[src/rtl/fetch_unit_pkg.sv]
// Shared processor definitions: opcode map, default word width and fetch state encoding.
package fetch_unit_pkg;

    localparam int DATA_W_DEFAULT = 9;

    localparam logic [2:0] OP_MV   = 3'b000;
    localparam logic [2:0] OP_MVI  = 3'b001;
    localparam logic [2:0] OP_ADD  = 3'b010;
    localparam logic [2:0] OP_SUB  = 3'b011;
    localparam logic [2:0] OP_LD   = 3'b100;
    localparam logic [2:0] OP_ST   = 3'b101;
    localparam logic [2:0] OP_MVNZ = 3'b110;
    localparam logic [2:0] OP_HALT = 3'b111;

    typedef enum logic [2:0] {
        ST_IDLE,
        ST_FETCH,
        ST_LATCH,
        ST_IMM_FETCH,
        ST_IMM_LATCH,
        ST_EXEC,
        ST_HALTED
    } fetch_state_t;

endpackage

[src/rtl/fetch_unit_watchdog.sv]
// Done-timeout watchdog: counts EXEC cycles without done and pulses expire on the last allowed cycle.
module fetch_watchdog #(
    parameter int TIMEOUT = 16
) (
    input  logic clock,
    input  logic resetn,
    input  logic clear,
    input  logic count_en,
    output logic expire
);

    localparam int CW = (TIMEOUT > 1) ? $clog2(TIMEOUT) : 1;
    localparam logic [CW-1:0] LAST = CW'(TIMEOUT - 1);

    logic [CW-1:0] count;

    assign expire = count_en && !clear && (count == LAST);

    // Count waiting cycles; restart from zero on done or once the limit has been hit.
    always_ff @(posedge clock or negedge resetn) begin
        if (!resetn) begin
            count <= '0;
        end else if (clear || expire) begin
            count <= '0;
        end else if (count_en) begin
            count <= count + CW'(1);
        end
    end

endmodule

[src/rtl/fetch_unit.sv]
// Instruction-fetch stage: reads program words, hands ir/din to the control unit and waits for done.
module fetch_unit
    import fetch_unit_pkg::*;
#(
    parameter int ADDR_W  = 5,
    parameter int DATA_W  = DATA_W_DEFAULT,
    parameter int TIMEOUT = 16,
    parameter int CNT_W   = 8
) (
    input  logic              clock,
    input  logic              resetn,
    input  logic              enable,
    output logic [ADDR_W-1:0] mem_addr,
    input  logic [DATA_W-1:0] mem_data,
    output logic [DATA_W-1:0] ir,
    output logic [DATA_W-1:0] din,
    output logic              run,
    input  logic              done,
    output logic              halted,
    output logic              error,
    output logic [CNT_W-1:0]  retired
);

    fetch_state_t state, next_state;

    logic [ADDR_W-1:0] pc;
    logic [2:0]        opcode;
    logic              wd_clear, wd_count, wd_expire;
    logic              load_ir, load_din, inc_pc;
    logic              set_run, clr_run, set_halt, set_err, inc_retired;

    assign mem_addr = pc;
    assign opcode   = mem_data[DATA_W-1 -: 3];

    fetch_watchdog #(
        .TIMEOUT (TIMEOUT)
    ) u_watchdog (
        .clock    (clock),
        .resetn   (resetn),
        .clear    (wd_clear),
        .count_en (wd_count),
        .expire   (wd_expire)
    );

    // State register.
    always_ff @(posedge clock or negedge resetn) begin
        if (!resetn) begin
            state <= ST_IDLE;
        end else begin
            state <= next_state;
        end
    end

    // Next-state selection; the opcode is taken straight from the word being latched.
    always_comb begin
        next_state = state;
        case (state)
            ST_IDLE:      if (enable) next_state = ST_FETCH;
            ST_FETCH:     next_state = ST_LATCH;
            ST_LATCH: begin
                if (opcode == OP_MVI)       next_state = ST_IMM_FETCH;
                else if (opcode == OP_HALT) next_state = ST_HALTED;
                else                        next_state = ST_EXEC;
            end
            ST_IMM_FETCH: next_state = ST_IMM_LATCH;
            ST_IMM_LATCH: next_state = ST_EXEC;
            ST_EXEC: begin
                if (done)           next_state = enable ? ST_FETCH : ST_IDLE;
                else if (wd_expire) next_state = ST_HALTED;
            end
            ST_HALTED:    next_state = ST_HALTED;
            default:      next_state = ST_IDLE;
        endcase
    end

    // Per-state datapath strobes; done outranks a watchdog expiry on the same cycle.
    always_comb begin
        load_ir     = 1'b0;
        load_din    = 1'b0;
        inc_pc      = 1'b0;
        set_run     = 1'b0;
        clr_run     = 1'b0;
        set_halt    = 1'b0;
        set_err     = 1'b0;
        inc_retired = 1'b0;
        wd_clear    = 1'b0;
        wd_count    = 1'b0;
        case (state)
            ST_LATCH: begin
                load_ir = 1'b1;
                inc_pc  = 1'b1;
                if (opcode == OP_HALT)     set_halt = 1'b1;
                else if (opcode != OP_MVI) set_run  = 1'b1;
            end
            ST_IMM_LATCH: begin
                load_din = 1'b1;
                inc_pc   = 1'b1;
                set_run  = 1'b1;
            end
            ST_EXEC: begin
                if (done) begin
                    clr_run     = 1'b1;
                    inc_retired = 1'b1;
                    wd_clear    = 1'b1;
                end else begin
                    wd_count = 1'b1;
                    if (wd_expire) begin
                        clr_run = 1'b1;
                        set_err = 1'b1;
                    end
                end
            end
            default: ;
        endcase
    end

    // Registered datapath and status outputs.
    always_ff @(posedge clock or negedge resetn) begin
        if (!resetn) begin
            pc      <= '0;
            ir      <= '0;
            din     <= '0;
            run     <= 1'b0;
            halted  <= 1'b0;
            error   <= 1'b0;
            retired <= '0;
        end else begin
            if (load_ir)     ir  <= mem_data;
            if (load_din)    din <= mem_data;
            if (inc_pc)      pc  <= pc + ADDR_W'(1);
            if (set_run)     run <= 1'b1;
            else if (clr_run) run <= 1'b0;
            if (set_halt)    halted <= 1'b1;
            if (set_err)     error  <= 1'b1;
            if (inc_retired) retired <= retired + CNT_W'(1);
        end
    end

endmodule

[config.mk]
export PLATFORM = sky130hd
export DESIGN_NAME = fetch_unit
export DESIGN_NICKNAME = d
export VERILOG_FILES = /design/src/rtl/fetch_unit_pkg.sv /design/src/rtl/fetch_unit_watchdog.sv /design/src/rtl/fetch_unit.sv
export SDC_FILE = /design/constraint.sdc
export NUM_CORES = 1
export LEC_CHECK = 0
export CAP_MARGIN = 20
export CORE_UTILIZATION = 40
export CTS_CLUSTER_SIZE = 12
export DETAILED_ROUTE_END_ITERATION = 10
export PLACE_DENSITY = 0.73
export SLEW_MARGIN = 20
export SYNTH_ARGS = -nofsm -noshare
export SYNTH_HDL_FRONTEND = slang
export SYNTH_HIERARCHICAL = 1
export SYNTH_SLANG_ARGS = --single-unit
[constraint.sdc]
create_clock -name clock -period 2.9 [get_ports clock]
set_input_delay 0.58 -clock clock [delete_from_list [all_inputs] [get_ports clock]]
set_output_delay 0.58 -clock clock [all_outputs]
set_load 0.005 [all_outputs]
==> flow_metrics.env <==
export IMPL_dpl_hpwl_um=2610
export IMPL_io_pins=47
export IMPL_leakagePower_nw=1.02
export IMPL_cp_max_fo=7
export IMPL_p_sw_w=0.000778
export IMPL_netlist_instances=142
export IMPL_die_h_um=69.2
export IMPL_syn_to_final_growth_pct=34.1
export IMPL_synth_nets=158
export IMPL_max_vdd_ir_drop_mv=0.445
export IMPL_ys_seq_area_frac=0.569
export IMPL_crit_arrival_ns=2.54
export IMPL_die_x_um=69.2
export IMPL_drv_slew=0
export IMPL_grt_max_degree=42
export IMPL_gr_total_overflow=0
export IMPL_finalNonFillerCells=245
export IMPL_coreArea_um2=4350
export IMPL_drt_initial_drc_count=36
export IMPL_met3_usage=0.0629
export IMPL_numCtsBuffers=5
export IMPL_skew_ns=0.00486
export IMPL_required_ns=3.10
export IMPL_r2r_setup_slack_ns=0.76
export IMPL_grt_pass1_wl_um=6040
export IMPL_drt_wl_total_um=3560
export IMPL_cts_resized=0
export IMPL_final_hold_violation_count=0
export IMPL_antenna_found_initial=0
export IMPL_final_common_cell="clkdlybuf4s50_1"
export IMPL_synth_seq_cells=41
export IMPL_startpoint_type="input pin"
export IMPL_clk_path_buf_depth=2
export IMPL_nFillCells=361
export IMPL_die_area_um2=4780
export IMPL_setup_viol=0
export IMPL_dr_total_vias=1279
export IMPL_post_cts_buffers=0
export IMPL_rsz0062_at_grt="false"
export IMPL_initial_utilization=0.414
export IMPL_yosysWarnings=6
export IMPL_maxCapViolations=0
export IMPL_power_clock_fraction=0.181
export IMPL_clock_latency_ns=0.29
export IMPL_p_int_w=0.00172
export IMPL_setup_slack_ns=0.564
export IMPL_postRouteAntennaNets=0
export IMPL_fin_tns_setup_ns=0
export IMPL_crit_start="done"
export IMPL_max_slew_margin=0.406
export IMPL_diodes=0
export IMPL_cellPowerDensity_nw_per_um2=1030
export IMPL_seqPwrFrac=0.419
export IMPL_synth_distinct_cells=33
export IMPL_status="finished, final reports clean"
export IMPL_combPwrFrac=0.399
export IMPL_firstDrtPassIters=4
export IMPL_max_freq_mhz=428
export IMPL_grt_util_met2=0.266
export IMPL_reg2reg_from="state[0]"
export IMPL_postLayoutCoreUtil=0.556
export IMPL_avgSynthCellArea_um2=12.7
export IMPL_period_needed_ns=2.34
export IMPL_netlist_area_um2=1800
export IMPL_swShare=0.311
export IMPL_grtUsageMet1=0.187
export IMPL_r2r_cells=5
export IMPL_post_route_cells_drive_above_1_share=0.176
export IMPL_num_rows=24
export IMPL_drc=0
export IMPL_final_cell_mix="clkdlybuf4s50_1 (45), dfrtp_1 (41), mux2_2 (20), xnor2_1 (8)"
export IMPL_gp_congestion=0.776
export IMPL_grt_pass1_vias=1347
export IMPL_period_share=0.805
export IMPL_ctsHoldBuffers=0
export IMPL_root_buffer="clkbuf_8"
export IMPL_wl_per_cell_um=14.5
export IMPL_io_buffer_count=46
export IMPL_htreeDepth=2
export IMPL_worstSetupPathType="in2reg"
export IMPL_nets=208
export IMPL_grt_total_usage=0.156
export IMPL_worst_pin_slew_ns=0.892
export IMPL_dp_cells=237
export IMPL_cts_sinks=41
export IMPL_endpoint_kind="register"
export IMPL_grt_busiest_layer="met2"
export IMPL_cts_tree="built"
export IMPL_hp_class="in2async"
export IMPL_post_place_ws_ns=0.296
export IMPL_via_per_inst=5.22
export IMPL_clkTransAtPathRegs_ns=0.08
export IMPL_timing_rr_end="state[1]"
[registers in the layout, indices dropped and copies added (netlist names)]
name	flops
din	9
ir	9
retired	8
mem_addr	5
u_watchdog/count	4
state	3
error	1
halted	1
run	1
[logic make-up (layout without fill, tap and decap cells)]
logic type | after synthesis | after routing | share of synthesized area
buf+inv | 7 | 58 | 0.0236
compound gates | 17 | 17 | 0.0624
flops | 41 | 41 | 0.569
simple gates | 40 | 40 | 0.132
mux | 20 | 20 | 0.125
xor+xnor | 14 | 14 | 0.0680
fa+ha+maj | 3 | 3 | 0.0208
[power groups by stage]
stage / clock network, W / logic, W / registers (W)
2_1_floorplan: 0 / 0.000527 / 0.000998
3_3_place_gp: 0 / 0.000971 / 0.00103
3_5_place_dp: 0 / 0.00101 / 0.00106
4_1_cts: 0.000473 / 0.00102 / 0.00105
5_1_grt: 0.000499 / 0.00108 / 0.00109
6_report: 0.000453 / 0.00100 / 0.00105
[cells in the mapped netlist]
master,count,share of area
a41oi_1,1,0.0049
o31ai_1,1,0.0042
a41o_1,1,0.0055
buf_2,1,0.0028
nor2_1,6,0.012
nand3b_1,1,0.0042
nand4_1,4,0.014
mux2_2,20,0.12
nor4b_1,2,0.0097
and4b_1,1,0.0055
nor3_4,1,0.0090
xnor2_1,8,0.039
buf_4,4,0.017
dfrtp_1,41,0.57
a21o_1,1,0.0042
o22ai_1,1,0.0035
o211a_1,1,0.0055
nor3_1,3,0.0083
inv_2,1,0.0021
o311a_1,1,0.0055
nand2_1,6,0.012
o211ai_1,1,0.0042
a21oi_1,5,0.014
nor3b_2,1,0.0069
nor2b_1,1,0.0035
xor2_1,6,0.029
nand3_1,6,0.017
and3_1,2,0.0069
inv_1,1,0.0021
nor3b_1,2,0.0083
nand2b_1,4,0.014
ha_1,3,0.021
o21ai_0,4,0.011
[critical path, cell delays in order]
cell	delay (ns)
clkdlybuf4s50_1	0.51
nor4b_1	0.45
nor3b_1	0.52
nor2b_1	0.19
o21ai_0	0.08
o22ai_1	0.20
[how the worst max path moves through the flow]
stage                    end  cells after the start
floorplan                run                      5
global placement         run                      6
detailed placement  state[1]                      6
CTS                 state[1]                      6
global route        state[1]                      6
finish              state[1]                      6
[final cells by class]
| type | instances | area, um^2 | area share |
|---|---|---|---|
| Sequential cell | 41 | 1030 | 0.424 |
| Tap cell | 52 | 65.1 | 0.0269 |
| Clock buffer | 5 | 68.8 | 0.0284 |
| Timing Repair Buffer | 48 | 470 | 0.194 |
| Clock inverter | 3 | 46.3 | 0.0191 |
| Inverter | 2 | 7.51 | 0.00310 |
| Multi-Input combinational cell | 94 | 736 | 0.304 |
[metrics by stage]
step	power [W]	hold slack (ns)	area, um^2
floorplan	0.00152	0.284	1800
global placement	0.00200	0.450	2300
detailed placement	0.00207	0.459	2300
CTS	0.00254	0.440	2420
global route	0.00267	0.473	2420
finish	0.00250	0.407	2420
[per-layer routing]
layer,routed length [um],vias to the layer above
met4,14,0
met2,1780,37
li1,-,610
met1,1550,629
met3,214,3
met5,0,-
Power figures use the tool's default switching activity.
